[src/rtl/vga_rect_filler.sv]
// Rectangle-fill engine feeding the VGA pixel memory: clips each command to the
// visible area and walks it in raster order, one write per accepted cycle.
module vga_rect_filler #(
  parameter int H_RES      = 640,
  parameter int V_RES      = 480,
  parameter int COLOR_BITS = 12,
  parameter int ADDR_WIDTH = 19
) (
  input  logic                  clk,
  input  logic                  rst,
  input  logic                  cmd_valid,
  output logic                  cmd_ready,
  input  logic [9:0]            cmd_x0,
  input  logic [9:0]            cmd_x1,
  input  logic [8:0]            cmd_y0,
  input  logic [8:0]            cmd_y1,
  input  logic [COLOR_BITS-1:0] cmd_color,
  output logic                  wr_en,
  input  logic                  wr_ready,
  output logic [ADDR_WIDTH-1:0] wr_addr,
  output logic [COLOR_BITS-1:0] wr_data,
  output logic                  busy,
  output logic                  done
);

  typedef enum logic [1:0] {S_IDLE, S_SETUP, S_FILL, S_DONE} state_t;

  localparam logic [9:0]            X_MAX  = 10'(H_RES - 1);
  localparam logic [8:0]            Y_MAX  = 9'(V_RES - 1);
  localparam logic [ADDR_WIDTH-1:0] H_STEP = ADDR_WIDTH'(H_RES);

  // y*H_RES as a sum of shifted copies of y, one per set bit of the constant.
  function automatic logic [ADDR_WIDTH-1:0] row_of(input logic [8:0] y);
    logic [ADDR_WIDTH-1:0] acc;
    acc = '0;
    for (int i = 0; i < ADDR_WIDTH; i++)
      if (((H_RES >> i) & 1) != 0) acc = acc + (ADDR_WIDTH'(y) << i);
    return acc;
  endfunction

  state_t                state_q, state_d;
  logic [9:0]            x0_q, x0_d, x1_q, x1_d, x_q, x_d;
  logic [8:0]            y0_q, y0_d, y1_q, y1_d, y_q, y_d;
  logic [COLOR_BITS-1:0] color_q, color_d, wr_data_q, wr_data_d;
  logic [ADDR_WIDTH-1:0] row_base_q, row_base_d, wr_addr_q, wr_addr_d;
  logic                  wr_en_q, wr_en_d, busy_q, busy_d, done_q, done_d;
  logic [9:0]            x1c;
  logic [8:0]            y1c;
  logic                  empty;

  assign cmd_ready = (state_q == S_IDLE);
  assign wr_en     = wr_en_q;
  assign wr_addr   = wr_addr_q;
  assign wr_data   = wr_data_q;
  assign busy      = busy_q;
  assign done      = done_q;

  always_comb begin
    x1c   = (x1_q > X_MAX) ? X_MAX : x1_q;
    y1c   = (y1_q > Y_MAX) ? Y_MAX : y1_q;
    empty = (int'(x0_q) >= H_RES) || (int'(y0_q) >= V_RES) || (x0_q > x1c) || (y0_q > y1c);
  end

  always_comb begin
    state_d    = state_q;
    x0_d       = x0_q;
    x1_d       = x1_q;
    y0_d       = y0_q;
    y1_d       = y1_q;
    color_d    = color_q;
    x_d        = x_q;
    y_d        = y_q;
    row_base_d = row_base_q;
    wr_addr_d  = wr_addr_q;
    wr_data_d  = wr_data_q;
    wr_en_d    = wr_en_q;
    busy_d     = busy_q;
    done_d     = 1'b0;
    case (state_q)
      S_IDLE: begin
        if (cmd_valid) begin
          x0_d    = cmd_x0;
          x1_d    = cmd_x1;
          y0_d    = cmd_y0;
          y1_d    = cmd_y1;
          color_d = cmd_color;
          busy_d  = 1'b1;
          state_d = S_SETUP;
        end
      end
      S_SETUP: begin
        if (empty) begin
          done_d  = 1'b1;
          state_d = S_DONE;
        end else begin
          // Bounds are replaced by their clipped values for the fill walk.
          x1_d       = x1c;
          y1_d       = y1c;
          x_d        = x0_q;
          y_d        = y0_q;
          row_base_d = row_of(y0_q);
          wr_addr_d  = row_of(y0_q) + ADDR_WIDTH'(x0_q);
          wr_data_d  = color_q;
          wr_en_d    = 1'b1;
          state_d    = S_FILL;
        end
      end
      S_FILL: begin
        if (wr_ready) begin
          if (x_q < x1_q) begin
            x_d       = x_q + 10'd1;
            wr_addr_d = wr_addr_q + 1'b1;
          end else if (y_q < y1_q) begin
            x_d        = x0_q;
            y_d        = y_q + 9'd1;
            row_base_d = row_base_q + H_STEP;
            wr_addr_d  = row_base_q + H_STEP + ADDR_WIDTH'(x0_q);
          end else begin
            wr_en_d = 1'b0;
            done_d  = 1'b1;
            state_d = S_DONE;
          end
        end
      end
      S_DONE: begin
        busy_d  = 1'b0;
        state_d = S_IDLE;
      end
      default: state_d = S_IDLE;
    endcase
  end

  always_ff @(posedge clk or posedge rst) begin
    if (rst) begin
      state_q    <= S_IDLE;
      x0_q       <= '0;
      x1_q       <= '0;
      y0_q       <= '0;
      y1_q       <= '0;
      color_q    <= '0;
      x_q        <= '0;
      y_q        <= '0;
      row_base_q <= '0;
      wr_addr_q  <= '0;
      wr_data_q  <= '0;
      wr_en_q    <= 1'b0;
      busy_q     <= 1'b0;
      done_q     <= 1'b0;
    end else begin
      state_q    <= state_d;
      x0_q       <= x0_d;
      x1_q       <= x1_d;
      y0_q       <= y0_d;
      y1_q       <= y1_d;
      color_q    <= color_d;
      x_q        <= x_d;
      y_q        <= y_d;
      row_base_q <= row_base_d;
      wr_addr_q  <= wr_addr_d;
      wr_data_q  <= wr_data_d;
      wr_en_q    <= wr_en_d;
      busy_q     <= busy_d;
      done_q     <= done_d;
    end
  end

endmodule

[config.mk]
export PLATFORM = sky130hd
export DESIGN_NAME = vga_rect_filler
export DESIGN_NICKNAME = d
export VERILOG_FILES = /design/src/rtl/vga_rect_filler.sv
export SDC_FILE = /design/constraint.sdc
export NUM_CORES = 1
export LEC_CHECK = 0
export ABC_AREA = 1
export CORE_ASPECT_RATIO = 0.6
export CORE_UTILIZATION = 45
export CTS_CLUSTER_SIZE = 10
export DETAILED_ROUTE_END_ITERATION = 16
export DONT_BUFFER_PORTS = 1
export GPL_ROUTABILITY_DRIVEN = 0
export GPL_TIMING_DRIVEN = 1
export PLACE_DENSITY_LB_ADDON = 0.05
export SLEW_MARGIN = 20
export SYNTH_ARGS = -nofsm -noshare
export SYNTH_HDL_FRONTEND = slang
export SYNTH_SLANG_ARGS = --single-unit
[constraint.sdc]
create_clock -name clk -period 4.2 [get_ports clk]
set_input_delay 0.42 -clock clk [delete_from_list [all_inputs] [get_ports clk]]
set_output_delay 0.42 -clock clk [all_outputs]
set_load 0.05 [all_outputs]
Word level (Yosys, flattened, before mapping)
Index checks and enable logic that the tools add are counted.
- register bits after elaboration: 124
- latch bits: 0
- memory bits (writable): 0
- memory bits (read-only): 0
- output and inout port bits: 35
- memories: 0
- $add $sub $neg: 7
- multiply operators: 0
- div/mod/pow operators: 0
- order comparisons: 8
- eq/ne operators: 10
- shifts and indexed selects: 0
- multiplexer cells: 49
- bitwise logic cells: 1
- reductions and logical operators: 15
- operators with widths (cell ; count):
    2-to-1 mux 19 bit ; 11
    one-hot mux 19 bit (2 select lines) ; 2
    2-to-1 mux 10 bit ; 7
    2-to-1 mux 9 bit ; 7
    one-hot mux 10 bit (2 select lines) ; 2
    adder 19 x 10 -> 19 bit ; 2
    one-hot mux 9 bit (2 select lines) ; 2
    adder 19 x 1 -> 19 bit (second input constant) ; 1
    adder 19 x 10 -> 19 bit (second input constant) ; 1
    adder 19 x 18 -> 19 bit ; 1
    != test 2 bit (second input constant) ; 6
    adder 10 x 1 -> 10 bit (second input constant) ; 1
    >= comparator 10 bit (second input constant) ; 1
    > comparator 10 bit ; 1
    > comparator 10 bit (second input constant) ; 1
    < comparator 10 bit ; 1
    2-to-1 mux 1 bit ; 10
    AND reduction 5 bit ; 2
    adder 9 x 1 -> 9 bit (second input constant) ; 1
    >= comparator 9 bit (second input constant) ; 1
    > comparator 9 bit ; 1
    > comparator 9 bit (second input constant) ; 1
    < comparator 9 bit ; 1
    2-to-1 mux 2 bit ; 4
    other kinds (12) ; 22

Longest topological paths before layout
Gate-level depths: netlist of the first run.
- depth in word-level cells: 13
- mapped depth: 19
- mapped depth without buffers: 19

Worst setup path after synthesis of the first run
OpenSTA, ideal clock, no wires.
- path type: flip-flop to flip-flop
- from: register y1_q[8]
- to: register wr_data_q[0] (netlist: wr_data[0])
- arrival: 2275 ps
- required time: 4075 ps
- slack: 1800 ps
- cell stages (with the launch flop): 13
- buffers on the path: 1
- cell sequence: dfrtp_1 -> inv_1 -> nor4_2 -> nor2_1 -> ha_1 -> nand2_1 -> o21ai_0 -> nand2_1 -> nand3_1 -> nand2_1 -> nand4_2 -> buf_2 -> mux2_2
- cells in the longest elaborated chain, start to end: 6
- ends and longest elaborated chain (item ; line ; text):
    start, declared ; 43 ; logic [8:0] y0_q, y0_d, y1_q, y1_d, y_q, y_d;
    start signal, assigned ; 154 ; y1_q <= y1_d;
    > comparator 9 bit ; 60 ; y1c = (y1_q > Y_MAX) ? Y_MAX : y1_q;
    2-to-1 mux 9 bit (*) ; 60 ;
    > comparator 9 bit (*) ; 61 ; empty = (int'(x0_q) >= H_RES) || (int'(y0_q) >= V_RES) || (x0_q > x1c) || (y0_q > y1c);
    logical OR 1 bit (*) ; 61 ;
    inverter 1 bit (no source line) (*) ; n/a ;
    AND reduction 2 bit (no source line) (*) ; n/a ;
    end signal, assigned ; 160 ; wr_data_q <= wr_data_d;
    end, declared ; 44 ; logic [COLOR_BITS-1:0] color_q, color_d, wr_data_q, wr_data_d;
Mark *: on every way between the ends. The rest lies on a longest branch, timed or not.
A chain may end at the register's enable or synchronous reset.

Worst setup path in the final report of the first run
- from: register y1_q[5]
- to: register x1_q[7]
- cells in the longest elaborated chain, start to end: 6
- ends and longest elaborated chain (item ; line ; text):
    > comparator 9 bit ; 60 ;
    2-to-1 mux 9 bit (*) ; 60 ;
    > comparator 9 bit (*) ; 61 ;
    logical OR 1 bit (*) ; 61 ;
    != test 2 bit (no source line) (*) ; n/a ;
    AND reduction 3 bit (no source line) (*) ; n/a ;
    end signal, assigned ; 137 ; x1_q <= '0;
    end signal, assigned ; 152 ; x1_q <= x1_d;
    end, declared ; 42 ; logic [9:0] x0_q, x0_d, x1_q, x1_d, x_q, x_d;
Marks and branches as above.

==> run metrics, run 1 <==
number of enable flip-flop cells after synthesis=0; Final min period=between 3 and 4 ns; yosys warns=0; Post-DRT Antenna Nets=0; cells after synthesis=1,059; post-CTS sizing=0; GRT Util Overall=25.1%; Max Cap Viol=0; RSZ-0062 raised after global routing=no; buffers and inverters on the worst path=2; Primary FF master, synth=dfrtp_1; Cell Chain, Critical Path=inv_1 -> nor4_2 -> nor2_1 -> ha_1 -> nand2_1 -> nor3_1 -> nand4_1 -> nand2_1 -> nand3_2 -> nand2_4 -> inv_2 -> nor2_4 -> o211ai_1 -> o21ai_1; CP Capture Type=register; Avg Synthesized Cell Area=7.76 sq um; cell family with most CP delay=simple AND/OR/NAND/NOR gates; reg-to-reg slack, setup=1.07 ns; post-synthesis register bit count=around 120; Area Overhead vs Synth=8.57%; Clock Latency Late Sink=0.44 ns; Post-CTS Setup Inserts=0; drt first pass iters=5; RR Startpoint=y1_q[5]$_DFFE_PP0P_; Setup Viol. Count Final=0; H-Tree Depth=4; period utilization=74.4%; sequential fraction of the synthesis area=35.6%; Clock Pin Slew Worst Setup and Hold Paths=0.07 ns; fin nets=1,162; worst-margin pin slew=about 0.92 ns; Critical Path Fanout Max=30; CTS Hold Bufs=0; Final Hold Viols=0; Port Buf Inserts=0; clock tree buffer depth=2; largest net degree at the start of global routing=72; Net Count, Synth=between 1,000 and 1,500; R2R cell count=14; Register Area=2930 sq um; RR Endpoint=x1_q[7]$_DFFE_PP0P_; post-synth design cell area=between 8000 and 9000 sq um; number of global-route vias before repair=6,357; Fillers=approximately 1,700; synth unique cells=50; WL/cell=17.0 um; core area=17,500 sq um; CTS tree=yes; Post-Layout Cell Count=~1,300; Post-synth ARST share=100%; final slew viol count=0; Multi-input gate area=roughly 4600 sq um; row count=37; Crit path top cell by count=nand2_1; via count=6,840; DP Wirelength=16,300 um; Routed WL=22,000 um; fmax=between 300 and 400 MHz; clock buffers created by TritonCTS=17; grt ovf=0; crit path launch type=register; die area=18,800 sq um; WP data required=4.55 ns; # placed instances=1,264; ratio of cells with drive above 1 in the final layout=13.4%; Total Neg Setup Slack=0 ns; Fin Clk Skew=0.0120 ns; Worst Hold Class=in2async; status=complete, no violations; crit path kind=reg2reg; final core occ=51.0%; Die H=107 um; Ant. Diodes=0; die width=about 180 um; clock root buffer=clkbuf_16; initial antenna violation count=0; max_slew headroom=about two fifths; initial core utilization=47.0%; IO Pins=89; clk sinks=117; Remaining DRCs=0; initial DRC count=489; slowest stage delay, CP=0.51 ns; first-pass GRT wire length=35,700 um; WP data arrival=3.48 ns; vias per inst=5.28; critical path's slowest cell=nor2_4
## worst max path at each step
stage / startpoint / to / slack, ns / depth (start not counted)
2_1_floorplan: rst / busy$_DFFE_PP0P_ / 0.68 / 1
3_3_place_gp: y1_q[8]$_DFFE_PP0P_ / x1_q[8]$_DFFE_PP0P_ / 1.22 / 16
3_5_place_dp: y1_q[8]$_DFFE_PP0P_ / x1_q[4]$_DFFE_PP0P_ / 1.12 / 14
4_1_cts: y1_q[8]$_DFFE_PP0P_ / x1_q[7]$_DFFE_PP0P_ / 1.10 / 14
5_1_grt: x1_q[8]$_DFFE_PP0P_ / y1_q[3]$_DFFE_PP0P_ / 0.66 / 16
6_report: y1_q[5]$_DFFE_PP0P_ / x1_q[7]$_DFFE_PP0P_ / 1.07 / 14
## cells by family (layout without fill, tap and decap cells)
group / after synthesis / after routing / synth area share [%]
xor gates and xnor gates: 30 / 30 / 3.38
DFF: 117 / 117 / 35.6
muxes: 12 / 12 / 1.64
adders and majority gates: 59 / 59 / 9.16
AOI/OAI and AO/OA: 196 / 196 / 14.1
buffers and inverters: 147 / 150 / 8.22
and+or+nand+nor: 498 / 498 / 27.9
## cells in the mapped netlist (3+ instances only)
| cell type | number | share of area [%] |
|---|---|---|
| nor3_1 | 9 | 0.55 |
| a31oi_1 | 4 | 0.30 |
| xnor2_1 | 7 | 0.75 |
| nand3b_1 | 5 | 0.46 |
| buf_6 | 7 | 0.96 |
| nand3_2 | 7 | 0.85 |
| xor2_1 | 21 | 2.2 |
| buf_4 | 5 | 0.46 |
| o21ai_2 | 18 | 1.9 |
| o21ai_1 | 36 | 2.2 |
| clkbuf_1 | 15 | 0.68 |
| clkbuf_8 | 3 | 0.50 |
| o21a_1 | 4 | 0.37 |
| inv_2 | 10 | 0.46 |
| a21oi_1 | 40 | 2.4 |
| nand2_4 | 6 | 0.82 |
| nor2_4 | 7 | 0.96 |
| nand2_1 | 318 | 15 |
| inv_1 | 99 | 4.5 |
| nand4_1 | 13 | 0.99 |
| or2_2 | 3 | 0.23 |
| o21ai_0 | 60 | 3.7 |
| nand3_1 | 45 | 2.7 |
| ha_1 | 57 | 8.7 |
| nand2_2 | 24 | 1.8 |
| o211ai_1 | 23 | 2.1 |
| mux2_1 | 7 | 0.96 |
| nor2_2 | 7 | 0.53 |
| nor2_1 | 47 | 2.1 |
| mux2_2 | 5 | 0.68 |
| dfrtp_1 | 117 | 36 |
| buf_2 | 4 | 0.24 |
## registers in the layout, summed over array words and instances, names as in the netlist, 2 cells and up
register,flops
state_q,2
x1_q,10
wr_addr,19
x_q,10
row_base_q,12
x0_q,10
wr_data,12
color_q,12
y_q,9
y0_q,9
y1_q,9
## layout by cell type (no fill, tap or decap), types with 4 or more instances in the layout
cell,synthesis,final
o21a_1,4,4
nand2_2,24,24
o21ai_1,36,36
nor2_4,7,7
a21oi_1,40,40
nand2_4,6,6
o211ai_1,23,23
nand4_1,13,13
clkbuf_16,0,17
clkinv_4,0,5
ha_1,57,57
nor2_1,47,47
a31oi_1,4,4
xor2_1,21,21
buf_4,5,4
inv_1,99,98
mux2_2,5,5
xnor2_1,7,7
nand3b_1,5,5
nor2_2,7,7
o21ai_0,60,60
inv_2,10,10
dfrtp_1,117,117
nand3_2,7,7
mux2_1,7,7
nand2_1,318,318
nor3_1,9,9
nand3_1,45,45
o21ai_2,18,18
## layout make-up
cell class	instances	share of cell area, %
Multi-Input combinational cell	795	51.7
Sequential cell	117	32.8
Inverter	113	4.98
Clock buffer	18	4.92
Tap cell	234	3.28
Clock inverter	14	1.72
Timing Repair Buffer	5	0.561
## metal layers
| layer | share of wire, % | routed length, um | GRT usage [%] |
|---|---|---|---|
| met3 | 7.2 | 1580 | 6.28 |
| met4 | 1.0 | 220 | 7.57 |
| met5 | 0 | 0 | 0 |
| met1 | 56 | 12200 | 40.2 |
| met2 | 36 | 7980 | 31.8 |
## worst reg2reg max path: cells and delay by family, from the launching register on
kind | cells | cell delay, ns
DFF | 1 | 0.35
and+or+nand+nor | 9 | 1.90
buffers and inverters | 2 | 0.17
adders and majority gates | 1 | 0.33
AOI/OAI and AO/OA | 2 | 0.31
## through the flow
step | hold slack, ns | setup WS (ns) | cell area (sq um)
floorplan | 0.442 | 0.679 | 8220
global placement | 0.462 | 1.22 | 8330
detailed placement | 0.460 | 1.12 | 8330
CTS | 0.0754 | 1.10 | 8920
global route | 0.0812 | 0.660 | 8920
finish | 0.0509 | 1.07 | 8920
Power of run 1 is not shown: default switching activity piles up to over one toggle a cycle in this logic, so the estimate is an artifact.
==> inputs of run 2 (changes only) <==
- clock period: 4.2 -> 2.6 ns (I/O delays scaled with it)
==> run 2 against run 1 <==
Final area up 14%; worst setup slack got worse by 1.0 ns; clock skew fell by 0.0034 ns; routed wire length increased by 7.8%; die area stayed put; hold slack worse by 0.047 ns; critical path type unchanged; register-to-register slack got worse by 1.0 ns; sequential share of layout area decreased by 4.1 points.
==> run metrics, run 2 (synthesis results as in run 1) <==
status=complete, no violations; H-Tree Depth=4; final slew viol count=0; clock tree buffer depth=2; ratio of cells with drive above 1 in the final layout=20.1%; Remaining DRCs=0; WP data arrival=around 2.9 ns; Post-DRT Antenna Nets=0; Max Cap Viol=0; RR Endpoint=row_base_q[8]$_DFFE_PP0P_; fin nets=1,266; Hold Path End=x0_q[7]$_DFFE_PP0P_; most frequent cells in the layout=nand2_1 (310), dfrtp_1 (116), inv_1 (95); Register Area=2930 sq um; number of global-route vias before repair=between 6,000 and 7,000; die area=18,800 sq um; Placed Area=8770 sq um; Hold Crit Start=cmd_x0[7]; dpl ws=0.0604 ns; row count=37; CP Capture Type=register; CTS tree=yes; first-pass GRT wire length=36,700 um; Clock Pin Slew Worst Setup and Hold Paths=0.06 ns; Area Overhead vs Synth=23.9%; crit path launch type=register; GRT Util Overall=25.7%; RSZ-0062 raised after global routing=yes; drt first pass iters=5; final core occ=58.2%; Clock Latency Late Sink=0.43 ns; max_slew headroom=54.6%; R2R cell count=18; setup ws final=0.0395 ns; WP data required=2.92 ns; initial DRC count=roughly 450; vias per inst=around 5.2; Final min period=around 2.6 ns; clock buffers created by TritonCTS=17; grt ovf=0; die width=176 um; WL/cell=approximately 17 um; RR Startpoint=y1_q[7]$_DFFE_PP0P_; IO Pins=89; Ant. Diodes=0; leading cell type in the layout, fill and taps excluded=nand2_1; Critical Path Fanout Max=8; Fillers=1,612; largest net degree at the start of global routing=41; Multi-input gate area=4790 sq um; core area=17,500 sq um; max reg flops=19; clk sinks=117; via count=7,247; Die H=107 um; crit path kind=reg2reg; clock root buffer=clkbuf_16; initial core utilization=47.0%; Hold Crit Depth=2; Fin Clk Skew=0.00858 ns; Final Hold Viols=0; Worst Hold Class=in2reg; reg-to-reg slack, setup=0.04 ns; cell area after layout=10,200 sq um; Routed WL=between 20,000 and 25,000 um; Port Buf Inserts=0; DP Wirelength=17,100 um; initial antenna violation count=0; Hold Slack=0.00368 ns; worst-margin pin slew=about 0.68 ns; period utilization=98.5%; Setup Viol. Count Final=0; fmax=391 MHz
## run 2: critical path: stages, from the launching register on
cell and delay [ns]:
dfrtp_1 0.36, inv_2 0.06, nor4_2 0.26, buf_4 0.23, nor2_4 0.06, ha_4 0.27
nand2_2 0.07, o21ai_1 0.12, nand2_1 0.06, nand3_1 0.10, nand2_2 0.07, nand3_2 0.08
nand2_4 0.09, buf_4 0.16, nand3_4 0.09, clkinv_8 0.10, clkbuf_16 0.18, nand2_1 0.06
nand2_1 0.04
## run 2: worst max-delay path by stage
stage	cells past startpoint	slack (ns)	to	startpoint
2_1_floorplan	12	0.20	wr_data[0]$_DFFE_PP0P_	y1_q[8]$_DFFE_PP0P_
5_1_grt	17	-0.1	y1_q[3]$_DFFE_PP0P_	y1_q[7]$_DFFE_PP0P_
3_5_place_dp	15	0.06	x_q[1]$_DFFE_PP0P_	y1_q[8]$_DFFE_PP0P_
4_1_cts	15	0.05	x_q[1]$_DFFE_PP0P_	y1_q[8]$_DFFE_PP0P_
6_report	18	0.04	row_base_q[8]$_DFFE_PP0P_	y1_q[7]$_DFFE_PP0P_
3_3_place_gp	15	0.11	x_q[1]$_DFFE_PP0P_	y1_q[8]$_DFFE_PP0P_
## run 2: area by class of cell
class	count	share of cell area, %
inverter	113	4.57
timing repair buffer	108	10.9
sequential	117	28.8
clock inverter	10	0.970
tap	234	2.87
timing repair inverter	1	0.0860
clock buffer	22	4.75
multi-input combinational	795	47.1
## run 2: per-stage QoR
stage | instances | TNS (ns)
after floorplan | 1059 | 0
after global placement | 1312 | 0
final | 1400 | 0
after global routing | 1400 | -1.96
after detailed placement | 1312 | 0
after CTS | 1387 | 0
## run 2: per-layer routing
layer	part of all wire [%]	wire length, um	global-route usage [%]	up-vias
li1	-	-	-	3670
met1	56	13200	41.8	3367
met2	37	8850	32.6	193
met3	6.1	1450	6.45	17
met4	0.80	189	5.97	0
met5	0	0	0	-
## run 2: repair_timing
item,4_1_cts,5_1_grt
resized for setup,0,49
hold buffers,43,0
endpoints found under the hold margin,67,0
setup buffers,0,6
endpoints found under the setup margin,0,70
Power of run 2 is left out for the same reason.
==> inputs of run 3 (changes only) <==
- ABC_AREA: 1 -> unset
- CORE_MARGIN: unset -> 2
==> run 3 against run 2 <==
The run now ends with negative setup slack left; routed wire length is 2.7% higher; register-to-register slack got worse by 0.49 ns; via count grew 0.17%; critical path depth fell by 4; sequential share of layout area shrank 2.0 points; final area grew 7.2%; hold slack improved by 0.0026 ns; clock-buffer cell count fell by 5; core utilization grew 8.4 points; die area decreased by 4.2%; critical path type unchanged; critical endpoint is now row_base_q[16]$_DFFE_PP0P_.
==> run metrics, run 3 <==
max_slew headroom=56.1%; most frequent cells in the layout=buf_4 (179), dfrtp_1 (117), nand2_1 (73); Remaining DRCs=0; synth unique cells=64; die width=172 um; WP data required=2.93 ns; Placed Area=about 9200 sq um; post-synthesis simple-gate area fraction=16.0%; cell area after layout=10,900 sq um; crit path kind=reg2reg; Post-Synth Adder-Cell Area=under 10%; drt first pass iters=5; cells after synthesis=approximately 830; Synth Area in Compound Gates=19.2%; leading cell type in the layout, fill and taps excluded=buf_4; IO Pins=89; initial core utilization=46.5%; GRT Util Overall=28.0%; dpl ws=-0.553 ns; worst-margin pin slew=0.656 ns; Fillers=between 1,000 and 1,500; number of global-route vias before repair=7,235; Max Cap Viol=0; Total Neg Setup Slack=-24.48 ns; Clock Latency Late Sink=~0.42 ns; final slew viol count=0; crit path launch type=register; Critical Path Fanout Max=5; Primary FF master, synth=dfrtp_1; largest net degree at the start of global routing=68; buffers and inverters on the worst path=3; Final Hold Viols=0; yosys warns=0; clock buffers created by TritonCTS=17; core area=16,400 sq um; Worst Hold Class=in2reg; ratio of cells with drive above 1 in the final layout=a little over a third; cell family with most CP delay=simple AND/OR/NAND/NOR gates; Area Overhead vs Synth=43.3%; Routed WL=between 20,000 and 25,000 um; DP Wirelength=roughly 18,000 um; Die H=105 um; WL/cell=approximately 19 um; grt ovf=0; critical path's slowest cell=or4b_1; die area=18,000 sq um; Net Count, Synth=946; RSZ-0062 raised after global routing=yes; Fin Clk Skew=about 0.011 ns; row count=36; post-synthesis mux area share=a little under 8%; most frequent cells after synthesis=dfrtp_1 (117), nand2_1 (78), o21ai_0 (76), nor2_1 (65), a21oi_1 (63); clock root buffer=clkbuf_16; cell accounting for the most synthesized area=dfrtp_1; first-pass GRT wire length=39,100 um; Post-DRT Antenna Nets=0; period utilization=117%; Port Buf Inserts=0; max reg flops=19; vias per inst=5.59; Cell Chain, Critical Path=inv_2 -> nor4_4 -> buf_6 -> nor2_4 -> ha_4 -> nand3_4 -> nor4_4 -> nor3_2 -> o41ai_2 -> buf_4 -> a41oi_4 -> a21o_1 -> or4b_1 -> o211ai_1; Setup Viol. Count Final=80; sequential fraction of the synthesis area=38.4%; number of enable flip-flop cells after synthesis=0; Ant. Diodes=0; clk sinks=117; WP data arrival=3.38 ns; CTS tree=yes; Avg Synthesized Cell Area=9.15 sq um; H-Tree Depth=4; status=finished, violations left; post-synthesis register bit count=117; post-synth design cell area=7620 sq um; setup ws final=-0.449 ns; Crit path top cell by count=nor4_4; initial DRC count=612; most frequent cell after synthesis=dfrtp_1; post-synth top area share=38.4%; fmax=328 MHz; clock tree buffer depth=2; largest family of logic cells by synthesized area=compound AO/OA/AOI/OAI gates; Post-synth ARST share=100%; slowest stage delay, CP=0.50 ns; failing checks=negative setup slack; reg-to-reg slack, setup=-0.45 ns; via count=7,259; fin nets=approximately 1,200; Area contributors post-synth=dfrtp_1 (38%), ha_1 (9.4%), mux2_2 (7.2%), o21ai_0 (5.0%), a21oi_1 (4.1%); final core occ=approximately two thirds; Clock Pin Slew Worst Setup and Hold Paths=0.06 ns; Final min period=3.05 ns; CP Capture Type=register; initial antenna violation count=0; XOR/XNOR Fraction of Synth Area=4.36%
==> run 3: what timing repair did <==
| action | CTS | global route |
|---|---|---|
| gates resized for setup | 76 | 52 |
| gates cloned | 3 | 2 |
| endpoints found under the setup margin | 81 | 81 |
| hold buffers | 42 | 0 |
| pin swaps | 24 | 13 |
| buffers inserted | 11 | 10 |
| hold endpoints to repair | 66 | 0 |
==> run 3: kinds of logic (layout without fill, tap and decap cells) <==
logic type                 after synthesis  in the layout
muxes                                   53             53
and+or+nand+nor                        252            252
xor gates and xnor gates                38             38
buffers and inverters                   77            315
DFF                                    117            117
AOI/OAI and AO/OA                      237            237
adders and majority gates               59             59
==> run 3: layout make-up <==
type / instances / area (sq um) / share of cell area [%]
well taps: 228 / 285 / 2.61
repair buffers: 243 / 2100 / 19.3
multi-input cells: 639 / 4850 / 44.4
clock inverters: 15 / 180 / 1.65
clock buffers: 17 / 425 / 3.89
flip-flops and latches: 117 / 2930 / 26.8
inverters: 40 / 154 / 1.41
==> run 3: path summary, 6_finish.rpt <==
kind | from | to | cells after the start
worst max-delay path | y1_q[7]$_DFFE_PP0P_ | row_base_q[16]$_DFFE_PP0P_ | 14
min in group asynchronous | rst | y0_q[0]$_DFFE_PP0P_ | 2
max in group asynchronous | rst | wr_addr[17]$_DFFE_PP0P_ | 3
worst min-delay path | cmd_x1[2] | x1_q[2]$_DFFE_PP0P_ | 2
worst min register to register | color_q[9]$_DFFE_PP0P_ | wr_data[9]$_DFFE_PP0P_ | 1
worst max register to register | y1_q[7]$_DFFE_PP0P_ | row_base_q[16]$_DFFE_PP0P_ | 14
==> run 3: layer usage <==
metal | GRT usage (%) | vias up | part of all wire, %
met5 | 0 | - | 0
li1 | - | 3469 | -
met4 | 5.64 | 0 | 1.1
met2 | 41.6 | 225 | 44
met1 | 41.8 | 3541 | 49
met3 | 5.95 | 24 | 6.4
==> run 3: metrics by stage <==
step / hold WS [ns] / cells
floorplan: 0.377 / 833
global placement: 0.247 / 1202
detailed placement: 0.249 / 1202
CTS: 0.000837 / 1290
global route: 0.0136 / 1299
finish: 0.00628 / 1299
Power of run 3 is left out for the same reason.
